===== src/rtl/controle_multiciclo.sv =====
// controle_multiciclo: multi-cycle control unit for the accumulator CPU.
// Every instruction goes through FETCH, DECODE and then EXEC and/or MEM and WB.
// FETCH and MEM wait on the mem_ready handshake.
// The unit also drives PC/IR control, an illegal-opcode halt and a retired-instruction counter.
// Control outputs are decoded from the current state and the latched opcode.
// A few outputs also use the sampled inputs where the handshake requires it:
//   - IRWrite, PCWrite and retire depend on mem_ready in FETCH and MEM.
//   - PCWrite and PCSrc depend on a_zero for JMP in EXEC.
// Because the state register resets asynchronously, every output drops to 0
// as soon as rst_n goes low.
module controle_multiciclo #(
    parameter int OPCODE_W        = 4,
    parameter bit HALT_ON_ILLEGAL = 1'b1,
    parameter int RETIRE_CNT_W    = 16
) (
    input  logic                    clk,
    input  logic                    rst_n,
    input  logic [OPCODE_W-1:0]     opcode,
    input  logic                    a_zero,
    input  logic                    mem_ready,
    output logic                    InstrReq,
    output logic                    IRWrite,
    output logic                    PCWrite,
    output logic                    PCSrc,
    output logic                    Branch,
    output logic                    MemRead,
    output logic                    MemWrite,
    output logic                    MemtoReg,
    output logic                    ALUSrc,
    output logic [1:0]              ALUOp,
    output logic                    RegWrite,
    output logic                    RegSel,
    output logic                    illegal,
    output logic                    halted,
    output logic                    retire,
    output logic [RETIRE_CNT_W-1:0] retired_cnt,
    output logic [2:0]              state_o
);

    typedef enum logic [2:0] {
        ST_IDLE   = 3'd0,
        ST_FETCH  = 3'd1,
        ST_DECODE = 3'd2,
        ST_EXEC   = 3'd3,
        ST_MEM    = 3'd4,
        ST_WB     = 3'd5,
        ST_HALT   = 3'd6
    } state_t;

    localparam logic [2:0] OP_ADD = 3'd0;
    localparam logic [2:0] OP_SUB = 3'd1;
    localparam logic [2:0] OP_LDA = 3'd2;
    localparam logic [2:0] OP_STA = 3'd3;
    localparam logic [2:0] OP_LDB = 3'd4;
    localparam logic [2:0] OP_STB = 3'd5;
    localparam logic [2:0] OP_LDC = 3'd6;
    localparam logic [2:0] OP_JMP = 3'd7;

    localparam logic [1:0] ALU_ADD  = 2'b00;
    localparam logic [1:0] ALU_SUB  = 2'b01;
    localparam logic [1:0] ALU_PASS = 2'b10;

    state_t                  state_q, state_d;
    logic [OPCODE_W-1:0]     op_q, op_d;
    logic [RETIRE_CNT_W-1:0] cnt_q, cnt_d;

    // Opcode classification, always taken from the latched opcode.
    logic       op_legal;
    logic [2:0] op_lo;
    logic       is_alu;
    logic       is_jmp;
    logic       is_load;
    logic       is_store;
    logic       uses_b;
    logic [1:0] alu_op_of;

    assign op_lo    = op_q[2:0];
    assign op_legal = ((op_q >> 3) == '0);
    assign is_alu   = op_legal && ((op_lo == OP_ADD) || (op_lo == OP_SUB) || (op_lo == OP_LDC));
    assign is_jmp   = op_legal && (op_lo == OP_JMP);
    assign is_load  = op_legal && ((op_lo == OP_LDA) || (op_lo == OP_LDB));
    assign is_store = op_legal && ((op_lo == OP_STA) || (op_lo == OP_STB));
    assign uses_b   = op_legal && ((op_lo == OP_LDB) || (op_lo == OP_STB));
    assign alu_op_of = (op_lo == OP_SUB) ? ALU_SUB :
                       (op_lo == OP_LDC) ? ALU_PASS : ALU_ADD;

    assign state_o     = state_q;
    assign retired_cnt = cnt_q;

    // Next-state and control-output decode for the current state.
    always_comb begin
        state_d  = state_q;
        InstrReq = 1'b0;
        IRWrite  = 1'b0;
        PCWrite  = 1'b0;
        PCSrc    = 1'b0;
        Branch   = 1'b0;
        MemRead  = 1'b0;
        MemWrite = 1'b0;
        MemtoReg = 1'b0;
        ALUSrc   = 1'b0;
        ALUOp    = ALU_ADD;
        RegWrite = 1'b0;
        RegSel   = 1'b0;
        illegal  = 1'b0;
        halted   = 1'b0;
        retire   = 1'b0;

        case (state_q)
            ST_IDLE: begin
                state_d = ST_FETCH;
            end

            ST_FETCH: begin
                // The request stays up for the whole wait; IR and PC update only on the handshake.
                InstrReq = 1'b1;
                if (mem_ready) begin
                    IRWrite = 1'b1;
                    PCWrite = 1'b1;
                    state_d = ST_DECODE;
                end
            end

            ST_DECODE: begin
                if (is_alu || is_jmp) begin
                    state_d = ST_EXEC;
                end else if (is_load || is_store) begin
                    state_d = ST_MEM;
                end else begin
                    illegal = 1'b1;
                    if (HALT_ON_ILLEGAL) begin
                        state_d = ST_HALT;
                    end else begin
                        // The illegal opcode is retired as a NOP.
                        retire  = 1'b1;
                        state_d = ST_FETCH;
                    end
                end
            end

            ST_EXEC: begin
                ALUSrc = 1'b1;
                if (is_jmp) begin
                    // The branch is taken only when the accumulator is zero.
                    Branch = 1'b1;
                    if (a_zero) begin
                        PCWrite = 1'b1;
                        PCSrc   = 1'b1;
                    end
                    retire  = 1'b1;
                    state_d = ST_FETCH;
                end else begin
                    ALUOp   = alu_op_of;
                    state_d = is_alu ? ST_WB : ST_FETCH;
                end
            end

            ST_MEM: begin
                // The address is computed as base + immediate.
                ALUSrc = 1'b1;
                ALUOp  = ALU_ADD;
                RegSel = uses_b;
                if (is_store) begin
                    MemWrite = 1'b1;
                    if (mem_ready) begin
                        retire  = 1'b1;
                        state_d = ST_FETCH;
                    end
                end else begin
                    MemRead = 1'b1;
                    if (mem_ready) begin
                        state_d = ST_WB;
                    end
                end
            end

            ST_WB: begin
                RegWrite = 1'b1;
                if (is_load) begin
                    MemtoReg = 1'b1;
                    RegSel   = uses_b;
                end else begin
                    // ALU operands stay stable so the written result does not glitch.
                    ALUSrc = 1'b1;
                    ALUOp  = alu_op_of;
                end
                retire  = 1'b1;
                state_d = ST_FETCH;
            end

            ST_HALT: begin
                halted  = 1'b1;
                state_d = ST_HALT;
            end

            default: begin
                state_d = ST_IDLE;
            end
        endcase
    end

    // The opcode is captured only on the fetch handshake.
    always_comb begin
        op_d = op_q;
        if ((state_q == ST_FETCH) && mem_ready) begin
            op_d = opcode;
        end
    end

    // The retired-instruction counter wraps naturally at its width.
    always_comb begin
        cnt_d = cnt_q;
        if (retire) begin
            cnt_d = cnt_q + 1'b1;
        end
    end

    // State, latched opcode and counter registers with asynchronous clear.
    always_ff @(posedge clk or negedge rst_n) begin
        if (!rst_n) begin
            state_q <= ST_IDLE;
            op_q    <= '0;
            cnt_q   <= '0;
        end else begin
            state_q <= state_d;
            op_q    <= op_d;
            cnt_q   <= cnt_d;
        end
    end

endmodule


===== config.mk =====
export PLATFORM = sky130hd
export DESIGN_NAME = controle_multiciclo
export DESIGN_NICKNAME = d
export VERILOG_FILES = /design/src/rtl/controle_multiciclo.sv
export SDC_FILE = /design/constraint.sdc
export NUM_CORES = 1
export LEC_CHECK = 0
export BUFFER_PORTS_ARGS = -buffer_cell sky130_fd_sc_hd__buf_2
export CAP_MARGIN = 5
export CORE_ASPECT_RATIO = 1.75
export CORE_MARGIN = 2
export CORE_UTILIZATION = 30
export CTS_CLUSTER_SIZE = 40
export DETAILED_ROUTE_END_ITERATION = 10
export REMOVE_ABC_BUFFERS = 1
export SYNTH_ARGS = -nofsm -noshare
export SYNTH_HDL_FRONTEND = slang
export SYNTH_SLANG_ARGS = --single-unit

===== constraint.sdc =====
create_clock -name clk -period 1.96 [get_ports clk]
set_clock_uncertainty 0.2 [all_clocks]
set_input_delay 0.196 -clock clk [delete_from_list [all_inputs] [get_ports clk]]
set_output_delay 0.196 -clock clk [all_outputs]
set_load 0.01 [all_outputs]

==> results.sh <==
export IMPL_status="finished with violations"
export IMPL_violations="setup timing"
export IMPL_cts_htree_levels=1
export IMPL_ys_flop_type="dfrtp_1"
export IMPL_design_area_um2=1840
export IMPL_finalCriticalPeriod_ps=2040
export IMPL_setup_ws_ps=-80.0
export IMPL_r2r_start="op_q[1]"
export IMPL_cp_arrival_ps=1640
export IMPL_grtUsageTotal_pct=14.6
export IMPL_rows=31
export IMPL_async_flop_share_pct=100
export IMPL_crit_end="ALUSrc"
export IMPL_multiInputGateArea_um2=657
export IMPL_grt_pass1_vias=1166
export IMPL_grt_antenna_before_repair=0
export IMPL_synth_avg_cell_area_um2=10.2
export IMPL_hold_slack_ps=132
export IMPL_peakVddDrop_uv=740
export IMPL_dpl_cell_area_um2=1580
export IMPL_clk_latency_ps=260
export IMPL_rr_worst_depth=5
export IMPL_viasPerCell=4.92
export IMPL_relSlewSlack_pct=66.0
export IMPL_r2r_slack_ps=30
export IMPL_cp_startpoint="op_q[1]"
export IMPL_dpl_hpwl_um=2330
export IMPL_synth_edf_count=0
export IMPL_antenna_cells=0
export IMPL_critPathLaunchType="flop"
export IMPL_place_congestion=0.707
export IMPL_core_um2=4070
export IMPL_port_buffers=42
export IMPL_power_leakage_nw=0.907
export IMPL_layoutNonFillerInstCount=240
export IMPL_dieArea_um2=4710
export IMPL_place_inst=221
export IMPL_drive_gt1_share_pct=48.7
export IMPL_final_seq_area_um2=578
export IMPL_worstSetupPathType="flop to output pin"
export IMPL_hold_violations=0
export IMPL_yosys_cell_types_count=35
export IMPL_setup_viol=4
export IMPL_tightest_slew_ps=510
export IMPL_num_fill_cells=401
export IMPL_cts_root_buf="clkbuf_8"
export IMPL_die_h_um=89.3
export IMPL_synth_area_um2=1250
export IMPL_reg2reg_to="retired_cnt[1]"
export IMPL_grt_setup_unrepaired="yes"
export IMPL_cts_tree="built"
export IMPL_vias=1181
export IMPL_fmaxAchievable_mhz=490
export IMPL_drc_errors=0
export IMPL_nets=201
export IMPL_die_w_um=52.8
export IMPL_path_clk_slew_ps=90
export IMPL_postSynthCellCount=122
export IMPL_slew_viol_final=0
export IMPL_end_kind="output pin"
export IMPL_overflow=0
export IMPL_yosysWarnings=0
export IMPL_required_ps=1560
export IMPL_synth_seq_area_share_pct=46.1
export IMPL_synth_seq_cells=23
export IMPL_power_density_nw_per_um2=1240
export IMPL_finalCritPeriodShare_pct=104
export IMPL_drt_total_wl_um=3350
export IMPL_ios=43
export IMPL_clk_path_buf_depth=2
export IMPL_hp_class="input pin to flop"
export IMPL_critPathMaxFanout=3
export IMPL_cap_violations=0
export IMPL_grt_max_degree=24
export IMPL_ant_nets=0
export IMPL_wl_per_cell_um=14.0
export IMPL_drt_iter0_drc=23
export IMPL_numClockSinks=23
export IMPL_drt_pass1_iterations=4
export IMPL_cts_buffers=3
export IMPL_grt_pass1_wl_um=5220
export IMPL_start_util_pct=30.7
export IMPL_holdPathStages=3
export IMPL_syn_to_final_growth_pct=47.3
cells in the mapped netlist (2+ instances only):
| cell type | instances | area, um^2 |
|---|---|---|
| nor3_1 | 4 | 20.0 |
| clkbuf_1 | 2 | 7.51 |
| xnor2_1 | 15 | 131 |
| nand2b_1 | 2 | 12.5 |
| nand3b_1 | 2 | 15.0 |
| nand3_1 | 6 | 30.0 |
| mux2_2 | 5 | 56.3 |
| o21ai_0 | 3 | 15.0 |
| nand2_1 | 7 | 26.3 |
| and2_1 | 4 | 25.0 |
| dfrtp_1 | 23 | 576 |
| buf_2 | 3 | 15.0 |
| nor2_1 | 10 | 37.5 |
| nor4_1 | 2 | 12.5 |
| inv_1 | 4 | 15.0 |
| nand4_1 | 7 | 43.8 |
| and3_1 | 5 | 31.3 |
where the power goes:
group	internal (mW)	leakage, nW	switching, mW	total, mW
Sequential	0.585	0.298	0.165	0.750
Combinational	0.665	0.583	0.585	1.25
Clock	0.142	0.0255	0.147	0.289
Total	1.39	0.907	0.898	2.29
layout by cell type (no fill, tap or decap), types with 2 or more instances in the layout:
cell type      instances
nand3b_1               2
nor3_1                 4
nor2_1                10
nand2_1                5
o21ai_0                3
dlygate4sd3_1          5
nand4_1                7
and3_1                 5
mux2_2                 5
nand2b_1               2
buf_2                 39
dfrtp_2                2
dfrtp_1               21
clkbuf_8               3
nand3_1                6
inv_1                  3
xnor2_1               14
and2_1                 2
buf_4                 21
buf_6                  7
final cells by class:
cell class	count	share of cell area, %
clock buffer	3	2.24
multi-input combinational	88	35.7
inverter	4	0.816
clock inverter	1	0.272
timing repair buffer	72	26.2
tap	49	3.33
sequential	23	31.4
metrics by stage:
stage	power [mW]	util, %	setup WS (ps)	setup TNS [ps]
after global routing	2.44	45.2	-132	-454
after floorplan	1.25	-	-75.9	-351
after detailed placement	1.72	38.9	1.38	0
after global placement	1.71	38.9	32.1	0
after CTS	2.22	44.0	-78.6	-154
final	2.29	45.2	-80.0	-193
what timing repair did:
item	in CTS	in global routing
hold endpoints to repair	27	0
gates cloned	0	1
pin swaps	7	4
hold buffers	5	0
endpoints found under the setup margin	8	9
buffers inserted	8	1
resized for setup	15	8
state kept, by name (all words and copies together) (netlist names):
name	count
state_o	3
op_q	4
retired_cnt	16
worst min path at each step:
| stage | startpoint | to | slack [ps] |
|---|---|---|---|
| after global placement | rst_n | retired_cnt[12] | -6 |
| final | mem_ready | state_o[0] | 130 |
| after CTS | mem_ready | state_o[0] | 130 |
| after floorplan | rst_n | op_q[0] | -300 |
| after global routing | mem_ready | state_o[0] | 130 |
| after detailed placement | rst_n | retired_cnt[1] | -1 |
per-layer routing:
layer / vias to the layer above / track usage (%) / part of all wire (%)
met5: - / 0 / 0
met3: 0 / 2.84 / 5.8
met1: 568 / 14.9 / 40
li1: 563 / - / -
met2: 50 / 29.7 / 54
met4: 0 / 2.10 / 0
critical path, cell delays in order (launching register included):
cell and delay (ps):
dfrtp_1 430, xor2_2 200, or4b_4 490, nand2_2 80, o31ai_2 50, buf_2 130
logic make-up after synthesis:
kind of cell | count (synthesis) | share of synthesized area (%)
AOI/OAI and AO/OA | 10 | 5.91
xor gates and xnor gates | 17 | 12.5
adders and majority gates | 1 | 1.00
buffers and inverters | 11 | 5.11
DFF | 23 | 46.1
muxes | 5 | 4.51
and+or+nand+nor | 55 | 24.8
Note: power is estimated with default switching activity, not from simulation.
